### src/rtl/glyph_pkg.sv
// glyph_pkg: glyph IDs, 5x5 bitmap type and the bitmap table shared by the text renderer.
package glyph_pkg;

    localparam int GLYPH_CELLS      = 5;
    localparam int BLANK_ID_DEFAULT = 63;
    localparam int BLINK_PERIOD     = 32;

    localparam int ID_P       = 0;
    localparam int ID_L       = 1;
    localparam int ID_A       = 2;
    localparam int ID_Y       = 3;
    localparam int ID_E       = 4;
    localparam int ID_V       = 5;
    localparam int ID_W       = 6;
    localparam int ID_H       = 7;
    localparam int ID_C       = 8;
    localparam int ID_M       = 9;
    localparam int ID_O       = 10;
    localparam int ID_DASH    = 11;
    localparam int ID_DIGIT_1 = 12;
    localparam int ID_DIGIT_2 = 13;
    localparam int ID_DIGIT_3 = 14;

    // Row-major, MSB is row 0 / column 0.
    typedef logic [24:0] glyph_bitmap_t;

    function automatic glyph_bitmap_t glyph_bitmap(input int unsigned id);
        case (id)
            ID_P:       return 25'b11110_10001_11110_10000_10000;
            ID_L:       return 25'b10000_10000_10000_10000_11110;
            ID_A:       return 25'b01110_10001_11111_10001_10001;
            ID_Y:       return 25'b10001_01010_00100_00100_00100;
            ID_E:       return 25'b11111_10000_11110_10000_11111;
            ID_V:       return 25'b10001_10001_10001_01010_00100;
            ID_W:       return 25'b10001_10001_10101_11011_10001;
            ID_H:       return 25'b10001_10001_11111_10001_10001;
            ID_C:       return 25'b01111_10000_10000_10000_01111;
            ID_M:       return 25'b10001_11011_10101_10001_10001;
            ID_O:       return 25'b01110_10001_10001_10001_01110;
            ID_DASH:    return 25'b00000_00000_11111_00000_00000;
            ID_DIGIT_1: return 25'b00100_01100_00100_00100_01110;
            ID_DIGIT_2: return 25'b11110_00001_01110_10000_11111;
            ID_DIGIT_3: return 25'b11110_00001_01110_00001_11110;
            default:    return '0;
        endcase
    endfunction

endpackage

### src/rtl/glyph_rom.sv
// glyph_rom: combinational lookup of one bitmap bit by glyph ID, row and column.
module glyph_rom
    import glyph_pkg::*;
#(
    parameter int ID_W = 6
) (
    input  logic [ID_W-1:0] i_id,
    input  logic [2:0]      i_row,
    input  logic [2:0]      i_col,
    output logic            o_bit
);
    glyph_bitmap_t w_bitmap;
    logic [4:0]    w_index;

    always_comb begin
        w_bitmap = glyph_bitmap(32'(i_id));
        w_index  = 5'd24 - (5'(i_row) * 5'd5 + 5'(i_col));
        o_bit    = 1'b0;
        if (i_row < 3'd5 && i_col < 3'd5) begin
            o_bit = w_bitmap[w_index];
        end
    end
endmodule

### src/rtl/glyph_line_renderer.sv
// glyph_line_renderer: one line of scaled 5x5 glyphs, 2-cycle pipeline from pix_en to pix_on.
// Optional cursor blink inversion is enabled by defining GLYPH_CURSOR_BLINK_EN.
module glyph_line_renderer
    import glyph_pkg::*;
#(
    parameter int NUM_CHARS = 8,
    parameter int SCALE     = 4,
    parameter int GAP_CELLS = 1,
    parameter int ID_W      = 6,
    parameter int BLANK_ID  = BLANK_ID_DEFAULT,
    parameter int X_W       = 10,
    parameter int Y_W       = 9
) (
    input  logic            clk,
    input  logic            rst_n,
    input  logic            pix_en,
    input  logic [X_W-1:0]  x,
    input  logic [Y_W-1:0]  y,
    input  logic [X_W-1:0]  xstart,
    input  logic [Y_W-1:0]  ystart,
    input  logic            wr_en,
    input  logic [4:0]      wr_addr,
    input  logic [ID_W-1:0] wr_id,
`ifdef GLYPH_CURSOR_BLINK_EN
    input  logic            cursor_en,
    input  logic [4:0]      cursor_pos,
`endif
    output logic            pix_on,
    output logic            pix_valid,
    output logic            busy
);
    localparam int SUB_W  = (SCALE > 1) ? $clog2(SCALE) : 1;
    localparam int CELL_W = $clog2(GLYPH_CELLS + GAP_CELLS);
    localparam int CHR_W  = (NUM_CHARS > 1) ? $clog2(NUM_CHARS) : 1;
    localparam int ROW_W  = 3;

    localparam logic [SUB_W-1:0]  SUB_LAST    = SUB_W'(SCALE - 1);
    localparam logic [CELL_W-1:0] CELL_LAST   = CELL_W'(GLYPH_CELLS + GAP_CELLS - 1);
    localparam logic [CELL_W-1:0] GLYPH_LAST  = CELL_W'(GLYPH_CELLS - 1);
    localparam logic [CELL_W-1:0] CELL_LIMIT  = CELL_W'(GLYPH_CELLS);
    localparam logic [CHR_W-1:0]  CHR_LAST    = CHR_W'(NUM_CHARS - 1);
    localparam logic [ROW_W-1:0]  ROW_LAST    = ROW_W'(GLYPH_CELLS - 1);
    localparam logic [5:0]        NUM_CHARS_6 = 6'(NUM_CHARS);
    localparam logic [ID_W-1:0]   BLANK       = ID_W'(BLANK_ID);

    logic [ID_W-1:0]   r_buf [NUM_CHARS];
    logic [X_W-1:0]    r_xs;
    logic [Y_W-1:0]    r_ys;
    logic [SUB_W-1:0]  r_vsub, r_hsub, w_vsub, w_hsub;
    logic [ROW_W-1:0]  r_vrow, w_vrow;
    logic [CELL_W-1:0] r_hcell, w_hcell;
    logic [CHR_W-1:0]  r_chr, w_chr;
    logic              r_vact, r_hact, w_vact, w_hact;
    logic [ID_W-1:0]   r_s0_id;
    logic              r_s0_valid, r_pix_on, r_pix_valid;
    logic              w_frame_start, w_in_cell, w_rom_bit, w_invert;
    logic [X_W-1:0]    w_xs;
    logic [Y_W-1:0]    w_ys;

    // The origin bypass lets the frame-start pixel already see the new shadow values.
    always_comb begin
        w_frame_start = pix_en && (x == '0) && (y == '0);
        w_xs          = w_frame_start ? xstart : r_xs;
        w_ys          = w_frame_start ? ystart : r_ys;
    end

    always_comb begin
        w_vsub = r_vsub;
        w_vrow = r_vrow;
        w_vact = r_vact;
        if (pix_en && (x == '0)) begin
            if (y == w_ys) begin
                w_vact = 1'b1;
                w_vrow = '0;
                w_vsub = '0;
            end else if (r_vact) begin
                if (r_vsub == SUB_LAST) begin
                    w_vsub = '0;
                    if (r_vrow == ROW_LAST) begin
                        w_vact = 1'b0;
                        w_vrow = '0;
                    end else begin
                        w_vrow = r_vrow + 1'b1;
                    end
                end else begin
                    w_vsub = r_vsub + 1'b1;
                end
            end
        end
    end

    // The last glyph has no trailing gap; the line ends after its fifth cell.
    always_comb begin
        w_hsub  = r_hsub;
        w_hcell = r_hcell;
        w_chr   = r_chr;
        w_hact  = r_hact;
        if (pix_en) begin
            if (x == w_xs || x == '0) begin
                w_hact  = (x == w_xs);
                w_hsub  = '0;
                w_hcell = '0;
                w_chr   = '0;
            end else if (r_hact) begin
                if (r_hsub != SUB_LAST) begin
                    w_hsub = r_hsub + 1'b1;
                end else begin
                    w_hsub = '0;
                    if (r_hcell == GLYPH_LAST && r_chr == CHR_LAST) begin
                        w_hact  = 1'b0;
                        w_hcell = '0;
                        w_chr   = '0;
                    end else if (r_hcell == CELL_LAST) begin
                        w_hcell = '0;
                        w_chr   = r_chr + 1'b1;
                    end else begin
                        w_hcell = r_hcell + 1'b1;
                    end
                end
            end
        end
    end

    always_ff @(posedge clk) begin
        if (!rst_n) begin
            for (int i = 0; i < NUM_CHARS; i++) begin
                r_buf[i] <= BLANK;
            end
        end else if (wr_en && ({1'b0, wr_addr} < NUM_CHARS_6)) begin
            r_buf[wr_addr[CHR_W-1:0]] <= wr_id;
        end
    end

    always_ff @(posedge clk) begin
        if (!rst_n) begin
            r_xs       <= '0;
            r_ys       <= '0;
            r_vsub     <= '0;
            r_vrow     <= '0;
            r_vact     <= 1'b0;
            r_hsub     <= '0;
            r_hcell    <= '0;
            r_chr      <= '0;
            r_hact     <= 1'b0;
            r_s0_id    <= BLANK;
            r_s0_valid <= 1'b0;
        end else begin
            r_xs       <= w_xs;
            r_ys       <= w_ys;
            r_vsub     <= w_vsub;
            r_vrow     <= w_vrow;
            r_vact     <= w_vact;
            r_hsub     <= w_hsub;
            r_hcell    <= w_hcell;
            r_chr      <= w_chr;
            r_hact     <= w_hact;
            r_s0_id    <= r_buf[w_chr];
            r_s0_valid <= pix_en;
        end
    end

    glyph_rom #(.ID_W(ID_W)) u_rom (
        .i_id  (r_s0_id),
        .i_row (r_vrow),
        .i_col (r_hcell[2:0]),
        .o_bit (w_rom_bit)
    );

`ifdef GLYPH_CURSOR_BLINK_EN
    logic [4:0] r_frame_cnt;
    logic       r_started, r_blink_phase;

    // The first frame start only arms the counter so frames 0..31 share phase 0.
    always_ff @(posedge clk) begin
        if (!rst_n) begin
            r_frame_cnt   <= '0;
            r_started     <= 1'b0;
            r_blink_phase <= 1'b0;
        end else if (w_frame_start) begin
            if (!r_started) begin
                r_started <= 1'b1;
            end else if (r_frame_cnt == 5'(BLINK_PERIOD - 1)) begin
                r_frame_cnt   <= '0;
                r_blink_phase <= ~r_blink_phase;
            end else begin
                r_frame_cnt <= r_frame_cnt + 1'b1;
            end
        end
    end

    assign w_invert = cursor_en && r_blink_phase && (5'(r_chr) == cursor_pos);
`else
    assign w_invert = 1'b0;
`endif

    assign w_in_cell = r_hact && r_vact && (r_hcell < CELL_LIMIT);

    always_ff @(posedge clk) begin
        if (!rst_n) begin
            r_pix_on    <= 1'b0;
            r_pix_valid <= 1'b0;
        end else begin
            r_pix_valid <= r_s0_valid;
            r_pix_on    <= r_s0_valid && w_in_cell &&
                           ((w_rom_bit && (r_s0_id != BLANK)) ^ w_invert);
        end
    end

    assign pix_on    = r_pix_on;
    assign pix_valid = r_pix_valid;
    assign busy      = r_hact && r_vact;
endmodule

### config.mk
export PLATFORM = sky130hd
export DESIGN_NAME = glyph_line_renderer
export DESIGN_NICKNAME = d
export VERILOG_FILES = /design/src/rtl/glyph_pkg.sv /design/src/rtl/glyph_rom.sv /design/src/rtl/glyph_line_renderer.sv
export SDC_FILE = /design/constraint.sdc
export NUM_CORES = 1
export LEC_CHECK = 0
export CAP_MARGIN = 10
export CORE_UTILIZATION = 55
export DETAILED_ROUTE_END_ITERATION = 16
export GPL_TIMING_DRIVEN = 1
export PLACE_DENSITY = 0.75
export SLEW_MARGIN = 30
export SYNTH_ARGS = -nofsm -noshare
export SYNTH_HDL_FRONTEND = slang
export SYNTH_SLANG_ARGS = --single-unit
### constraint.sdc
create_clock -name clk -period 5.9 [get_ports clk]
set_input_delay 1.18 -clock clk [delete_from_list [all_inputs] [get_ports clk]]
set_output_delay 1.18 -clock clk [all_outputs]
set_load 0.1 [all_outputs]
### Word-level counts from Yosys, hierarchy flattened

Memory sizes are Yosys's and may differ from the RTL's. A register that Yosys moved wholly into a read port is not among the register bits.
Index checks and enable logic that the tools add are counted.
W data, S select, Z words.

| cells by class | value |
|---|---|
| $lt $le $gt $ge | 4 |
| equal/unequal tests | 10 |
| multiply operators | 1 |
| muxes and demuxes | 42 |
| reductions and logical operators | 23 |
| add/sub/neg operators | 7 |

Operators by type and width:

| kind | count |
|---|---|
| $mux W3 | 16 |
| $mux W25 | 1 |
| $mux W1 | 15 |
| $eq A3 B3 Y1 const B | 4 |
| $mux W2 | 6 |
| $eq A10 B10 Y1 | 1 |
| $logic_and A1 B1 Y1 | 10 |
| $logic_not A10 Y1 | 1 |
| $mux W10 | 1 |
| $add A3 B1 Y3 const B | 3 |
| $eq A9 B9 Y1 | 1 |
| $logic_not A9 Y1 | 1 |
| $mux W9 | 1 |
| $lt A3 B3 Y1 const B | 2 |
| $lt A5 B6 Y1 const B | 1 |
| $mux W6 | 1 |
| $ne A6 B6 Y1 const B | 1 |
| $reduce_and A3 Y1 | 2 |
| $reduce_bool A2 Y1 | 3 |
| $reduce_or A6 Y1 | 1 |
| $add A5 B3 Y5 | 1 |
| $bmux W1 S5 | 1 |
| $lt A5 B4 Y1 const B | 1 |
| $mul A3 B3 Y5 const B | 1 |
| other kinds (8) | 11 |

| storage, ports and cells | value |
|---|---|
| word-level logic and storage cells | 101 |
| memory bits (read-only) | 400 |
| RAM bits | 48 |
| bits in registers | 37 |
| memories | 2 |
| input port bits | 53 |

Memory list:

| memory | depth | bits a word | rd ports | clocked after Yosys merged registers in | wr ports | line | text |
|---|---|---|---|---|---|---|---|
| (name not given) | 16 | 25 | 1 | 0 | 0 | glyph_pkg.sv:28 | `case (id)` |
| r_buf | 8 | 6 | 1 | 1 | 8 | glyph_line_renderer.sv:46 | `logic [ID_W-1:0] r_buf [NUM_CHARS];` |

### Depth between registers and ports, before layout

Gate-level depths: netlist of the first run.

| depth | value |
|---|---|
| depth after elaboration | 8 |
| gate-level depth with buffers | 13 |
| mapped depth without buffers | 11 |

### By module

A second synthesis of the first run with hierarchy kept.

| unflattened totals | value |
|---|---|
| cell total of the unflattened synthesis | 572 |
| area, all modules | 5561.6 um2 |

Modules (own cells, without submodules):

| module | instances | cells each | sequential area each (um2) | area an instance (um2) |
|---|---|---|---|---|
| glyph_line_renderer | 1 | 453 | 2302.2 | 4636.9 |
| glyph_rom | 1 | 119 | 0.0 | 924.6 |

### Worst setup path after synthesis of the first run

Ideal clock, no wire load.

| timing | value |
|---|---|
| path kind | in2reg |
| start | input port y[0] |
| end | register r_s0_id[2], read port of r_buf |
| arrival time | 4147 ps |
| slack | 1616 ps |
| data required time | 5764 ps |
| setup time | 136 ps |
| buffers on the path | 3 |
| stages | 12 |
| path through | or4_4 -> or4_4 -> buf_6 -> nor4_2 -> o21ai_2 -> o311ai_4 -> nor4_4 -> or2_1 -> buf_6 -> buf_8 -> a2111oi_0 -> a211oi_1 |

| between the ends | value |
|---|---|
| cells in the longest elaborated chain, start to end | 7 |

Ends and longest elaborated chain:

| what | line | text |
|---|---|---|
| from (decl) | glyph_line_renderer.sv:18 | `input logic [Y_W-1:0] y,` |
| $logic_not A9 Y1 | glyph_line_renderer.sv:62 | `w_frame_start = pix_en && (x == '0) && (y == '0);` |
| $logic_and A1 B1 Y1 | glyph_line_renderer.sv:62 |  |
| $mux W10 | glyph_line_renderer.sv:63 | `w_xs = w_frame_start ? xstart : r_xs;` |
| $eq A10 B10 Y1 | glyph_line_renderer.sv:99 | `if (x == w_xs \|\| x == '0) begin` |
| $logic_or A1 B1 Y1 | glyph_line_renderer.sv:99 |  |
| $mux W3 | glyph_line_renderer.sv:99 |  |
| $mux W3 | glyph_line_renderer.sv:98 | `if (pix_en) begin` |
| to (decl) | glyph_line_renderer.sv:54 | `logic [ID_W-1:0] r_s0_id;` |

Every way passes these cells.
A chain may end at the register's enable or synchronous reset.

### Final worst setup path of the first run

| timing | value |
|---|---|
| start | input port pix_en |
| end | register r_s0_id[1], read port of r_buf |

| between the ends | value |
|---|---|
| cells in the longest elaborated chain, start to end | 7 |

Ends and longest elaborated chain:

| what | line | text |
|---|---|---|
| from (decl) | glyph_line_renderer.sv:16 | `input logic pix_en,` |
| $logic_and A1 B1 Y1 (2 in series) | glyph_line_renderer.sv:62 |  |
| $mux W10 | glyph_line_renderer.sv:63 |  |
| $eq A10 B10 Y1 | glyph_line_renderer.sv:99 |  |
| $logic_or A1 B1 Y1 | glyph_line_renderer.sv:99 |  |
| $mux W3 | glyph_line_renderer.sv:99 |  |
| $mux W3 (*) | glyph_line_renderer.sv:98 |  |

Every way passes the cells marked *; elsewhere a longest branch is shown, timed or not.

==> results.md, run 1 <==
- Total core area: 9730 um2
- CTS Buf Count: 9
- # port buffers: 55
- Hold Path Class: flop to flop
- Leading cell type in the layout, fill and taps excluded: clkdlybuf4s50_1
- Max cap viols: 0
- DP HPWL: 9.64 mm
- Via count: 4535
- Chip Width: 102 um
- Vias per cell: 5.94
- Wire length on met1: 5.49 mm
- Total die area: 10400 um2
- Iteration-0 DRC Markers: 177
- Mapped Nets: 656
- # hold bufs at CTS: 0
- Placed Cells: 747
- Worst-path clk slew: 110 ps
- I/O pins: 56
- Cell Count, Final, Fillers Out: 763
- Final setup viols: 0
- Crit-path max cell delay: 770 ps
- Power per Cell Area: 200 nW/um2
- Setup TNS: 0 ps
- # DRC: 0
- Ys Warns: 0
- Syn Inst Count: 584
- Minimum clock period: 4990 ps
- N_diodes: 0
- Die height: 102 um
- Setup Skew: 18.0 ps
- WP data required: 6150 ps
- Post-synth EDFFs: 48
- Crit-path max FO: 19
- Synth unique cells: 69
- Clk_lat worst skew: 370 ps
- Dpl ws: 630 ps
- Clock Tree Buf Depth: 2
- Slew Limit Headroom: 35.2%
- Mapped Area: 5500 um2
- Final Net Count: 697
- Uppermost routed layer: met4
- Post-synth ARST share: 0%
- Vias in the first global route: 4292
- WS Path Type: input pin to flop
- Top_reg_cell synth: edfxtp_1
- Layout area overhead: 14.8%
- Total wire length: 13.3 mm
- # Post-CTS Setup Buffers: 0
- Pin count of the biggest net entering global routing: 36
- Gpl congestion: 0.888
- Commonest cells after routing, fill and taps aside: 55 x clkdlybuf4s50_1, 48 x edfxtp_1, 45 x nand2_1
- Htree depth: 3
- DR pass1 iterations: 5
- CTS tree: built
- Nature of the critical path endpoint: flop
- Grt ovf: 0
- Number of routed nets with antenna violations: 0
- Seq/Total Area, Yosys: 41.9%
- CP cell instances: clkdlybuf4s50_1, or4b_1, or4_4, nor2_8, a2bb2oi_2, o311ai_4, nor4_4, or2_1, a2111oi_0, a211oi_1
- VDD IR max: 0.140 mV
- Outcome: completed
- Clock sinks: 91
- Placed Area: 6110 um2
- Slew Limit Fails: 0
- Site Rows: 36
- Final Instance Area: 6310 um2
- Detail Route met2 WL: 6.82 mm
- CP max stage cell: clkdlybuf4s50_1
- First-pass GRT wire length: 20.8 mm
- Starting Density: 56.5%
- # resized after CTS: 0
- Layout cells sized above 1: 9.68%
- RSZ-0062 raised after global routing: false
- Worst-Margin Slew: 969 ps
- Clock root cell: clkbuf_8
- Fillers: 812
- CP bufs+invs: 1
- WL/cell: 17.4 um
- CP delay by family, top: simple AND/OR/NAND/NOR gates
- Startpoint class of the critical path: input pin
- Fmax: 201 MHz
- Worst setup margin: 913 ps
- Final core area utilization: 64.9%
- Final Cycle Share: 84.5%
- FF+latch count, synth: 91
- Met3 wire length: 708 um
- Synthesized area per cell: 9.42 um2
- Gr usage total: 26.2%
- LEAKAGE: 2.15 nW
- Initial antenna violation count: 0
- Worst EP arrival: 5240 ps
- Final hold violations: 0
stage by stage:
stage          total power [mW]  hold WS [ps]
3_3_place_gp              0.845           444
6_report                   1.26           463
5_1_grt                    1.30           488
4_1_cts                    1.27           462
3_5_place_dp              0.847           447
2_1_floorplan             0.776           434
tightest hold or removal path: stages, from the launching register on:
cell     delay, ps
dfxtp_1        320
nand2_1         50
a21oi_1         50
worst paths after layout:
path	startpoint	endpoint	slack [ps]	cells past startpoint
max	pix_en	r_s0_id[1]	910	10
min	r_xs[9]	r_xs[9]	460	2
max reg2reg	r_xs[6]	r_s0_id[1]	2820	8
min reg2reg	r_xs[9]	r_xs[9]	460	2
cells in the mapped netlist, drive strengths merged (18+ instances only):
| cell type | number | share of area (%) |
|---|---|---|
| dfxtp | 43 | 16 |
| edfxtp | 48 | 26 |
| nor3b | 18 | 2.5 |
| nor2 | 43 | 3.2 |
| inv | 38 | 2.6 |
| o21ai | 24 | 2.5 |
| nand2b | 35 | 4.0 |
| clkbuf | 26 | 1.8 |
| nand2 | 45 | 3.1 |
| a21oi | 23 | 2.1 |
| or2 | 27 | 3.1 |
flip-flops by register name (all words and copies together), names as in the netlist, 2 cells and up:
| register | flops |
|---|---|
| r_s0_id | 6 |
| r_vrow | 3 |
| r_chr | 3 |
| r_hcell | 3 |
| r_vsub | 2 |
| r_ys | 9 |
| r_xs | 10 |
| r_hsub | 2 |
| r_buf | 48 |
power by group:
group          switching (mW)  internal [mW]
registers              0.0156          0.686
logic                  0.0663         0.0663
clock network           0.260          0.169
cells by family after synthesis:
group	share of synthesized area, %
simple gates	24.6
compound gates	18.3
flops	41.9
buf+inv	5.14
fa+ha+maj	4.60
xor+xnor	2.87
mux	2.57
metal layers:
layer  vias to the layer above  GRT usage, %
li1                       2222             -
met1                      2131          32.2
met2                       159          46.6
met3                        23          4.10
met4                         0          9.56
met5                         -             0
layout make-up:
cell class                      instances  area [um2]  area share (%)
Sequential cell                        91        2300            36.5
Timing Repair Buffer                   60         588            9.32
Tap cell                              133         166            2.64
Clock inverter                          7        75.1            1.19
Clock buffer                            9         124            1.96
Multi-Input combinational cell        425        2910            46.2
Inverter                               38         143            2.26
Note: power is estimated with default switching activity, not from simulation.
==> run 2, diff against run 1 <==
--- a/config.mk
+++ b/config.mk
@@ -6,10 +6,10 @@
 export NUM_CORES = 1
 export LEC_CHECK = 0
 export CAP_MARGIN = 10
-export CORE_UTILIZATION = 55
+export CORE_UTILIZATION = 52
 export DETAILED_ROUTE_END_ITERATION = 16
 export GPL_TIMING_DRIVEN = 1
-export PLACE_DENSITY = 0.75
+export PLACE_DENSITY = 0.74
 export SLEW_MARGIN = 30
 export SYNTH_ARGS = -nofsm -noshare
 export SYNTH_HDL_FRONTEND = slang
==> constraint.sdc (replaced) <==
create_clock -name clk -period 4.55 [get_ports clk]
set_input_delay 0.91 -clock clk [delete_from_list [all_inputs] [get_ports clk]]
set_output_delay 0.91 -clock clk [all_outputs]
set_load 0.1 [all_outputs]
==> run 2 against run 1 <==
Sequential share of layout area decreased by 0.55 points. Hold slack gained 4.3 ps. Via count rose by 2.0%. First-iteration DRC count up 68%. Critical endpoint unchanged.
==> results.md, run 2 (same netlist as run 1, synthesis figures left out) <==
- Outcome: completed (unchanged)
- WP data required: 4790 ps (was 6150 ps)
- # port buffers: 55 (unchanged)
- Hold Path Class: flop to flop (unchanged)
- Worst-Margin Slew: 985 ps (was 969 ps)
- Flop pwr share: 55.7% (was 55.5%)
- Initial antenna violation count: 0 (unchanged)
- Int Power: 1.20 mW (was 0.921 mW)
- RSZ-0062 raised after global routing: false (unchanged)
- Met1 Use GR: 29.5% (was 32.2%)
- I/O pins: 56 (unchanged)
- VDD IR max: 0.207 mV (was 0.140 mV)
- Startpoint class of the critical path: input pin (unchanged)
- Clock power frac: 33.8% (was 34.0%)
- First-pass GRT wire length: 21.0 mm (was 20.8 mm)
- Slew Limit Headroom: 34.2% (was 35.2%)
- Clk_lat worst skew: 370 ps (about the same)
- Combinational fraction of design power: 10.5% (about the same)
- LEAKAGE: 2.19 nW (was 2.15 nW)
- Final setup viols: 0 (unchanged)
- Sw frac: 26.7% (was 27.1%)
- WL/cell: 17.1 um (was 17.4 um)
- Hold-critical path depth: 2 (unchanged)
- Final Cycle Share: 94.2%
- Worst r2r src: r_hcell[2] (was r_xs[6])
- Die height: 105 um (was 102 um)
- Fmax: 233 MHz
- Met3 Use GR: 3.62% (was 4.10%)
- # hold bufs at CTS: 0 (unchanged)
- Gr usage total: 24.2% (was 26.2%)
- Final Instance Area: 6410 um2 (was 6310 um2)
- Vias in the first global route: 4377 (was 4292)
- Power per Cell Area: 254 nW/um2 (was 200 nW/um2)
- Top reg by flops: r_buf (unchanged)
- Hold WS: 467 ps (was 463 ps)
- Worst reg-to-reg path cell count: 9 (was 8)
- CP cell instances: clkdlybuf4s50_1, or4_4, or4_4, nor4_2, o21ai_2, o311ai_4, nor4_4, or2_1, a2111oi_0, a211oi_1 (was clkdlybuf4s50_1, or4b_1, or4_4, nor2_8, a2bb2oi_2, o311ai_4, nor4_4, or2_1, a2111oi_0, a211oi_1)
- Starting Density: 53.5% (was 56.5%)
- Layout area overhead: 16.5% (was 14.8%)
- Gpl congestion: 0.910 (was 0.888)
- Via count: 4626 (was 4535)
- Worst r2r dst: pix_on (was r_s0_id[1])
- CTS tree: built (unchanged)
- Total core area: 10300 um2 (was 9730 um2)
- R2r setup slk: 1500 ps (was 2820 ps)
- Worst-path clk slew: 100 ps (was 110 ps)
- Layer with the highest usage: met2 (unchanged)
- Commonest cells after routing, fill and taps aside: 55 x clkdlybuf4s50_1, 48 x edfxtp_1, 45 x nand2_1 (unchanged)
- Placed Area: 6210 um2 (was 6110 um2)
- Tot Pwr: 1.63 mW (was 1.26 mW)
- Crit-path max FO: 19 (unchanged)
- # Post-CTS Setup Buffers: 0 (unchanged)
- Worst Hold End: r_xs[9] (unchanged)
- Clock root cell: clkbuf_8 (unchanged)
- Clock sinks: 91 (unchanged)
- Layout cells sized above 1: 10.8% (was 9.68%)
- # resized after CTS: 0 (unchanged)
- Largest registers: r_buf: 48 flops, r_xs: 10 flops, r_ys: 9 flops (unchanged)
- Final Net Count: 706 (was 697)
- WS Path Type: input pin to flop (unchanged)
- # DRC: 0 (unchanged)
- Max reg flops: 48 (unchanged)
- Setup Skew: 11.6 ps (was 18.0 ps)
- Minimum clock period: 4290 ps
- Crit-path max cell delay: 570 ps (was 770 ps)
- N_diodes: 0 (unchanged)
- Total die area: 11000 um2 (was 10400 um2)
- CP max stage cell: or4_4 (was clkdlybuf4s50_1)
- Total wire length: 13.3 mm (about the same)
- DR pass1 iterations: 5 (unchanged)
- NetSw: 0.436 mW (was 0.342 mW)
- Grt ovf: 0 (unchanged)
- Final hold violations: 0 (unchanged)
- Number of routed nets with antenna violations: 0 (unchanged)
- Worst EP arrival: 4520 ps (was 5240 ps)
- Max cap viols: 0 (unchanged)
- Slew Limit Fails: 0 (unchanged)
- DP HPWL: 9.75 mm (was 9.64 mm)
- CTS Buf Count: 9 (unchanged)
- Chip Width: 105 um (was 102 um)
- Site Rows: 37 (was 36)
- Hold_sp: r_xs[9] (unchanged)
- Vias per cell: 5.97 (was 5.94)
- Nature of the critical path endpoint: flop (unchanged)
- Most frequent CP cell: or4_4
- Met2 usage: 43.3% (was 46.6%)
- Htree depth: 3 (unchanged)
- Leading cell type in the layout, fill and taps excluded: clkdlybuf4s50_1 (unchanged)
- Iteration-0 DRC Markers: 297 (was 177)
- Pin count of the biggest net entering global routing: 29 (was 36)
- Clock Tree Buf Depth: 2 (unchanged)
==> run 2: changes by cell type in the layout (fill, tap and decap cells not counted), sizes merged <==
cell | before | now
buf | 5 | 14
==> run 2: layout make-up <==
class,instances,area [um2]
fill,880,3870
multi-input combinational,425,2910
sequential,91,2300
timing repair buffer,69,681
tap,136,170
inverter,38,143
clock buffer,9,124
clock inverter,7,75.1
==> run 2: metrics by stage <==
stage	setup TNS, ps	instances	worst slack, ps	util [%]
4_1_cts	0	775	247	62.4
6_report	0	775	264	62.4
5_1_grt	0	775	36.7	62.4
3_3_place_gp	0	759	85.8	60.4
3_5_place_dp	-547	759	-143	60.4
2_1_floorplan	0	584	536	-
==> run 2: worst max path at each step <==
stage          startpoint          to  slack, ps  cells after the start
2_1_floorplan        y[0]  r_s0_id[2]        540                     12
6_report             y[0]  r_s0_id[1]        260                     10
5_1_grt              y[0]  r_s0_id[1]         40                     10
3_5_place_dp         y[0]  r_s0_id[1]       -140                     10
4_1_cts              y[0]  r_s0_id[1]        250                     10
3_3_place_gp         y[0]  r_s0_id[3]         90                     10
==> run 2: power by group through the flow <==
| stage | combinational, mW | sequential [mW] | clock, mW |
|---|---|---|---|
| after floorplan | 0.0906 | 0.916 | 0 |
| after global placement | 0.167 | 0.927 | 0 |
| after detailed placement | 0.170 | 0.927 | 0 |
| after CTS | 0.171 | 0.908 | 0.562 |
| after global routing | 0.185 | 0.912 | 0.595 |
| final | 0.172 | 0.908 | 0.551 |
==> run 2: worst max-delay path, delay by kind of cell <==
kind            cells  cell delay, ps
compound gates      4            1230
buf+inv             1             440
simple gates        5            1950
==> run 2: routing by layer <==
metal | vias up | part of all wire, %
li1 | 2241 | -
met1 | 2220 | 43
met2 | 146 | 51
met3 | 19 | 4.3
met4 | 0 | 1.7
met5 | - | 0
